==> config.mk <==
export PLATFORM = sky130hd
export DESIGN_NAME = dmem_access_sequencer_flat
export DESIGN_NICKNAME = d
export VERILOG_FILES = /design/src/rtl/dmem_access_sequencer_if.sv /design/src/rtl/dmem_access_sequencer.sv /design/src/flat_wrapper.sv
export SDC_FILE = /design/constraint.sdc
export NUM_CORES = 1
export LEC_CHECK = 0
export ABC_CLOCK_PERIOD_IN_PS = 4800
export BUFFER_PORTS_ARGS = -buffer_cell sky130_fd_sc_hd__buf_2
export CAP_MARGIN = 20
export CORE_AREA = 4 4 106 108
export DETAILED_ROUTE_END_ITERATION = 10
export DIE_AREA = 0 0 110 112
export GPL_ROUTABILITY_DRIVEN = 0
export HOLD_SLACK_MARGIN = 0.05
export PLACE_DENSITY = 0.68
export SKIP_CTS_REPAIR_TIMING = 1
export SYNTH_ARGS = -nofsm -noshare
export SYNTH_HDL_FRONTEND = slang
export SYNTH_SLANG_ARGS = --single-unit
==> constraint.sdc <==
create_clock -name CLK -period 4.8 [get_ports CLK]
set_clock_uncertainty 0.1 [all_clocks]
set_input_delay 0.96 -clock CLK [delete_from_list [all_inputs] [get_ports CLK]]
set_output_delay 0.96 -clock CLK [all_outputs]
set_load 0.01 [all_outputs]
==> src/rtl/dmem_access_sequencer_if.sv <==
// Request, SRAM and status signals between the MEM stage,
// the data-memory sequencer and the SRAM macro.
interface dmem_access_sequencer_if #(
  parameter int ADDR_W = 32,
  parameter int DATA_W = 32
);
  logic              ReqREB;
  logic              ReqWEB;
  logic [ADDR_W-1:0] ReqAddr;
  logic [DATA_W-1:0] ReqWdata;
  logic              MemCEB;
  logic              MemWEB;
  logic [ADDR_W-1:0] MemAddr;
  logic [DATA_W-1:0] MemWdata;
  logic [DATA_W-1:0] MemRdata;
  logic [DATA_W-1:0] Rdata;
  logic              Stall;
  logic              Done;
  logic              Error;

  modport master (
    output ReqREB, ReqWEB, ReqAddr, ReqWdata, MemRdata,
    input  MemCEB, MemWEB, MemAddr, MemWdata,
    input  Rdata, Stall, Done, Error
  );

  modport slave (
    input  ReqREB, ReqWEB, ReqAddr, ReqWdata, MemRdata,
    output MemCEB, MemWEB, MemAddr, MemWdata,
    output Rdata, Stall, Done, Error
  );
endinterface

==> src/rtl/dmem_access_sequencer.sv <==
// Sequences MEM-stage loads/stores onto a single-ported
// synchronous SRAM with fixed wait states, freezing the pipeline.
module dmem_access_sequencer #(
  parameter int ADDR_W      = 32,
  parameter int DATA_W      = 32,
  parameter int WAIT_CYCLES = 1
) (
  input logic CLK,
  input logic RSTB,
  dmem_access_sequencer_if.slave bus
);

  typedef enum logic [1:0] {
    IDLE,
    ACCESS,
    WAIT,
    DONE
  } state_t;

  localparam logic [3:0] CNT_INIT = 4'(WAIT_CYCLES - 1);

  state_t            state, state_d;
  logic [3:0]        cnt, cnt_d;
  logic              is_wr, is_wr_d;
  logic              ceb, ceb_d;
  logic              web, web_d;
  logic [ADDR_W-1:0] addr, addr_d;
  logic [DATA_W-1:0] wdata, wdata_d;
  logic [DATA_W-1:0] rdata, rdata_d;
  logic              done, done_d;
  logic              error, error_d;
  logic              req_valid;
  logic              req_illegal;

  assign req_valid   = bus.ReqREB ^ bus.ReqWEB;
  assign req_illegal = ~bus.ReqREB & ~bus.ReqWEB;

  always_ff @(posedge CLK) begin
    if (!RSTB) begin
      state <= IDLE;
      cnt   <= '0;
      is_wr <= 1'b0;
      ceb   <= 1'b1;
      web   <= 1'b1;
      addr  <= '0;
      wdata <= '0;
      rdata <= '0;
      done  <= 1'b0;
      error <= 1'b0;
    end else begin
      state <= state_d;
      cnt   <= cnt_d;
      is_wr <= is_wr_d;
      ceb   <= ceb_d;
      web   <= web_d;
      addr  <= addr_d;
      wdata <= wdata_d;
      rdata <= rdata_d;
      done  <= done_d;
      error <= error_d;
    end
  end

  // SRAM strobes are set up one edge ahead of the state they belong to
  always_comb begin
    state_d = state;
    cnt_d   = cnt;
    is_wr_d = is_wr;
    ceb_d   = 1'b1;
    web_d   = 1'b1;
    addr_d  = addr;
    wdata_d = wdata;
    rdata_d = rdata;
    done_d  = 1'b0;
    error_d = 1'b0;
    unique case (state)
      IDLE: begin
        if (req_valid) begin
          addr_d  = bus.ReqAddr;
          wdata_d = bus.ReqWdata;
          is_wr_d = ~bus.ReqWEB;
          ceb_d   = 1'b0;
          web_d   = bus.ReqWEB;
          state_d = ACCESS;
        end else if (req_illegal) begin
          error_d = 1'b1;
        end
      end
      ACCESS: begin
        cnt_d   = CNT_INIT;
        state_d = WAIT;
      end
      WAIT: begin
        if (cnt == 4'd0) begin
          state_d = DONE;
          done_d  = 1'b1;
          if (!is_wr) rdata_d = bus.MemRdata;
        end else begin
          cnt_d = cnt - 4'd1;
        end
      end
      DONE: begin
        state_d = IDLE;
      end
      default: begin
        state_d = IDLE;
      end
    endcase
  end

  assign bus.Stall = RSTB & ((state == IDLE & req_valid) |
                             state == ACCESS | state == WAIT);

  assign bus.MemCEB   = ceb;
  assign bus.MemWEB   = web;
  assign bus.MemAddr  = addr;
  assign bus.MemWdata = wdata;
  assign bus.Rdata    = rdata;
  assign bus.Done     = done;
  assign bus.Error    = error;

endmodule

==> src/flat_wrapper.sv <==
// flat-port wrapper written by rule: the top's interface ports become plain ports
module dmem_access_sequencer_flat 
#(
  parameter int ADDR_W      = 32,
  parameter int DATA_W      = 32,
  parameter int WAIT_CYCLES = 1
)
  (CLK, RSTB, bus_ReqREB, bus_ReqWEB, bus_ReqAddr, bus_ReqWdata, bus_MemRdata, bus_MemCEB, bus_MemWEB, bus_MemAddr, bus_MemWdata, bus_Rdata, bus_Stall, bus_Done, bus_Error);
  dmem_access_sequencer_if #(.ADDR_W(ADDR_W), .DATA_W(DATA_W)) bus_i ();
  input logic CLK;
  input logic RSTB;
  input wire logic [$bits(bus_i.ReqREB)-1:0] bus_ReqREB;
  input wire logic [$bits(bus_i.ReqWEB)-1:0] bus_ReqWEB;
  input wire logic [$bits(bus_i.ReqAddr)-1:0] bus_ReqAddr;
  input wire logic [$bits(bus_i.ReqWdata)-1:0] bus_ReqWdata;
  input wire logic [$bits(bus_i.MemRdata)-1:0] bus_MemRdata;
  output wire logic [$bits(bus_i.MemCEB)-1:0] bus_MemCEB;
  output wire logic [$bits(bus_i.MemWEB)-1:0] bus_MemWEB;
  output wire logic [$bits(bus_i.MemAddr)-1:0] bus_MemAddr;
  output wire logic [$bits(bus_i.MemWdata)-1:0] bus_MemWdata;
  output wire logic [$bits(bus_i.Rdata)-1:0] bus_Rdata;
  output wire logic [$bits(bus_i.Stall)-1:0] bus_Stall;
  output wire logic [$bits(bus_i.Done)-1:0] bus_Done;
  output wire logic [$bits(bus_i.Error)-1:0] bus_Error;
  assign bus_i.ReqREB = bus_ReqREB;
  assign bus_i.ReqWEB = bus_ReqWEB;
  assign bus_i.ReqAddr = bus_ReqAddr;
  assign bus_i.ReqWdata = bus_ReqWdata;
  assign bus_i.MemRdata = bus_MemRdata;
  assign bus_MemCEB = bus_i.MemCEB;
  assign bus_MemWEB = bus_i.MemWEB;
  assign bus_MemAddr = bus_i.MemAddr;
  assign bus_MemWdata = bus_i.MemWdata;
  assign bus_Rdata = bus_i.Rdata;
  assign bus_Stall = bus_i.Stall;
  assign bus_Done = bus_i.Done;
  assign bus_Error = bus_i.Error;
  dmem_access_sequencer #(.ADDR_W(ADDR_W), .DATA_W(DATA_W), .WAIT_CYCLES(WAIT_CYCLES)) u_core (.CLK(CLK), .RSTB(RSTB), .bus(bus_i));
endmodule
Word level (Yosys, flattened, before mapping):

Cells that the tools add are included.

* register bits: 107
* bits of input ports: 100

* add/subtract/negate cells: 1
* equal/unequal tests: 6
* mux-type cells: 8
* bitwise logic cells: 11
* reductions and logical operators: 11

Operator list (number)
* AND reduction 2 bit: 5
* one-hot mux 2 bit (4 select lines): 1
* one-hot mux 4 bit (2 select lines): 1
* AND reduction 3 bit: 2
* inverter 1 bit: 5
* == test 2 bit, second input constant: 2
* logical NOT 4 bit: 1
* 2-to-1 mux 2 bit: 2
* 2-to-1 mux 4 bit: 1
* inequality test 2 x 1 -> 1 bit, second input constant: 2
* subtractor 4 x 1 -> 4 bit, second input constant: 1
* bitwise AND 1 bit: 3
* 2-to-1 mux 1 bit: 3
* OR reduction 3 bit: 1
* == test 2 x 1 -> 1 bit, second input constant: 1
* logical NOT 2 bit: 1
* inequality test 2 bit, second input constant: 1
* bitwise OR 1 bit: 2
* nonzero test 2 bit: 1
* bitwise XOR 1 bit: 1

Logic depth before layout (Yosys ltp):

* depth after elaboration: 5
* depth in mapped cells: 8

Worst setup path after synthesis:

OpenSTA, ideal clock, no wires.

* path kind: input to output
* start: in bus_ReqWEB
* end: out bus_Stall
* arrival: 1779 ps
* required time: 3740 ps
* setup slack: 1961 ps
* cell stages on the path: 5
* cell sequence: inv_1 > ha_1 > nand2_1 > clkbuf_1 > a21oi_1

* cells in the longest elaborated chain, start to end: 5

RTL lines
* from (decl): line flat_wrapper.sv:13 `input wire logic [$bits(bus_i.ReqWEB)-1:0] bus_ReqWEB;`
* bitwise XOR 1 bit: line dmem_access_sequencer.sv:35 `assign req_valid = bus.ReqREB ^ bus.ReqWEB;`
* bitwise AND 1 bit: line dmem_access_sequencer.sv:111 `assign bus.Stall = RSTB & ((state == IDLE & req_valid) |`
* bitwise OR 1 bit: line dmem_access_sequencer.sv:111
* bitwise OR 1 bit: line dmem_access_sequencer.sv:112 `state == ACCESS | state == WAIT);`
* bitwise AND 1 bit: line dmem_access_sequencer.sv:111
* to (decl): line flat_wrapper.sv:22 `output wire logic [$bits(bus_i.Stall)-1:0] bus_Stall;`

No other way between the ends.

Worst setup path after layout:

Same ends and word-level chain as after synthesis.

==> impl_results.md <==
- Tmin final: 2.82 ns
- Reg clk slew, reported paths: 0.09 ns
- H-tree Lvls: 3
- Total GRT Usage: 16.5%
- Fin nets: 764
- DR vias: 3663
- CP startpoint kind: input pin
- Library cells used by synthesis: 27
- Final Setup Violations: 0
- Initial antenna violation count: 0
- Clock Sinks: 107
- Num CTS Buffers: 9
- 1st-pass router iterations: 4
- Int Pwr: 1.71 mW
- Clk root buf: clkbuf_8
- Cells after synthesis: 478
- Post-route core utilization: 51.6%
- First-pass GRT wire length: 16.4 mm
- Most frequent cells in the layout: buf_2, nand2_1, dfxtp_1
- Worst vdd ir: 0.216 mV
- Status: finished clean
- Seq pwr share: 43.6%
- Post-synth net total: 584
- Routed WL: 10.4 mm
- IO buf count: 200
- Core Box Area: 10200 um^2
- IO Pins: 201
- Site row count: 37
- RSZ-0062 raised after global routing: false
- Pwr Total: 2.58 mW
- WS Path Type: input pin to output port
- Most used DFF post-synth: dfxtp_1
- Die X: 110 um
- Critical path endpoint category: output port
- Clk pwr share: 25.4%
- Post-synth ARST share: 0%
- GRT overflow: 0
- Switching share of power: 33.6%
- Maximum root-to-sink buffer count: 2
- Psw: 0.866 mW
- Initial Utilization: 39.2%
- Ant diodes: 0
- Die footprint: 12300 um^2
- Comb power frac: 30.9%
- Drt via density: 4.58
- CTS tree: built
- Die Ht: 112 um
- TNS Setup: 0 ns
- WL/cell: 13.1 um
- P per Cell Area: 488 nW/um^2
- Worst Max-Slew Pin Slew: 0.693 ns
- Vias in the first global route: 3507
- Critical path required time: 3.74 ns
- Area Growth Syn to Fin: 31.8%
- Avg Cell Area, Syn: 8.38 um^2
- Worst Hold Class: register to register
- Leak Pwr: 2.49 nW
- Synth Register Bits: 107
- DP Wirelength: 7.48 mm
- Post-synth EDFFs: 0
- Cell Area, Synth: 4010 um^2
- Most common cell after layout, fill and taps aside: buf_2
- DR DRC count: 0
- Largest net degree at the start of global routing: 73
- Post-DRT Antenna Nets: 0
- Worst-path maximum fanout: 3
- First-iteration detailed-routing DRC count: 264
- Clk Latency, worst-skew pair: 0.36 ns
- Hold Fails Final Rpt: 0
- Worst hold slack: 0.355 ns
- Final period utilization: 58.8%
- Slew Limit Headroom: 53.8%
- # Max-Cap Violations: 0
- Sequential fraction of the synthesis area: 53.4%
- Yosys warns: 0
- Layout cells sized above 1: 33.9%
- Peak Freq: 354 MHz
- WP data arrival: 1.76 ns
- Max-slew violations: 0
==> metrics by stage <==
step | worst slack [ns] | cells | instance area, um^2
2_1_floorplan | 1.96 | 478 | 4010
3_3_place_gp | 1.89 | 782 | 5020
3_5_place_dp | 1.97 | 783 | 5040
4_1_cts | 1.96 | 799 | 5280
5_1_grt | 1.90 | 799 | 5280
6_report | 1.98 | 799 | 5280
==> power groups by stage <==
stage	logic [mW]	registers (mW)	clock network, mW
finish	0.798	1.13	0.655
floorplan	0.475	1.21	0
global placement	0.773	1.14	0
global route	0.887	1.15	0.708
detailed placement	0.807	1.15	0
CTS	0.810	1.13	0.675
==> area by class of cell <==
class / count / area, um^2
Clock buffer: 10 / 128
Clock inverter: 6 / 111
Fill cell: 981 / 4950
Inverter: 7 / 26.3
Multi-Input combinational cell: 328 / 1660
Sequential cell: 107 / 2140
Tap cell: 136 / 170
Timing Repair Buffer: 205 / 1050
==> synthesized netlist by cell type, types with 2 or more instances <==
cell | number | area share (%)
and3_1 | 2 | 0.31
a21oi_1 | 70 | 8.7
clkbuf_1 | 25 | 2.3
buf_1 | 5 | 0.47
buf_2 | 2 | 0.25
nand2_1 | 198 | 19
a211oi_1 | 2 | 0.37
dfxtp_1 | 107 | 53
nor2_1 | 2 | 0.19
inv_1 | 6 | 0.56
nor2b_1 | 2 | 0.31
nand3_1 | 2 | 0.25
buf_12 | 3 | 1.5
o21ai_0 | 2 | 0.25
mux2i_1 | 33 | 8.2
ha_1 | 6 | 1.9
==> flip-flops by register name, summed over array words and instances (netlist names), 2 cells and up <==
register	count
u_core.bus.MemWdata	32
u_core.bus.Rdata	32
u_core.state	2
u_core.bus.MemAddr	32
u_core.cnt	4
==> critical path, stage by stage <==
cell     delay, ns
buf_2         0.09
inv_1         0.05
ha_1          0.32
nand2_2       0.06
a21oi_1       0.12
buf_2         0.15
==> per-layer routing <==
| layer | track usage (%) | vias to the layer above | part of all wire (%) |
|---|---|---|---|
| li1 | - | 1894 | - |
| met1 | 19.4 | 1656 | 41 |
| met2 | 28.4 | 100 | 52 |
| met3 | 4.00 | 13 | 5.9 |
| met4 | 6.40 | 0 | 1.8 |
| met5 | 0 | - | 0 |
==> cells by family (layout without fill, tap and decap cells) <==
logic type / after synthesis / after routing / synth area share, %
flip-flops: 107 / 107 / 53.4
adder cells (fa/ha/maj): 6 / 6 / 1.87
AND/OR/NAND/NOR: 212 / 212 / 20.9
multiplexers: 33 / 33 / 8.24
AO/OA/AOI/OAI: 77 / 77 / 10.1
buffers and inverters: 43 / 228 / 5.49
==> final timing paths <==
path / startpoint / endpoint / slack, ns / cells after the start
worst min-delay path: u_core.bus.MemAddr[19] / u_core.bus.MemAddr[19] / 0.35 / 2
worst min register to register: u_core.bus.MemAddr[19] / u_core.bus.MemAddr[19] / 0.35 / 2
worst max register to register: u_core.cnt[0] / u_core.bus.Rdata[20] / 2.55 / 6
worst max-delay path: bus_ReqWEB / bus_Stall / 1.98 / 6
No activity file was read; power rests on OpenSTA's default activity.
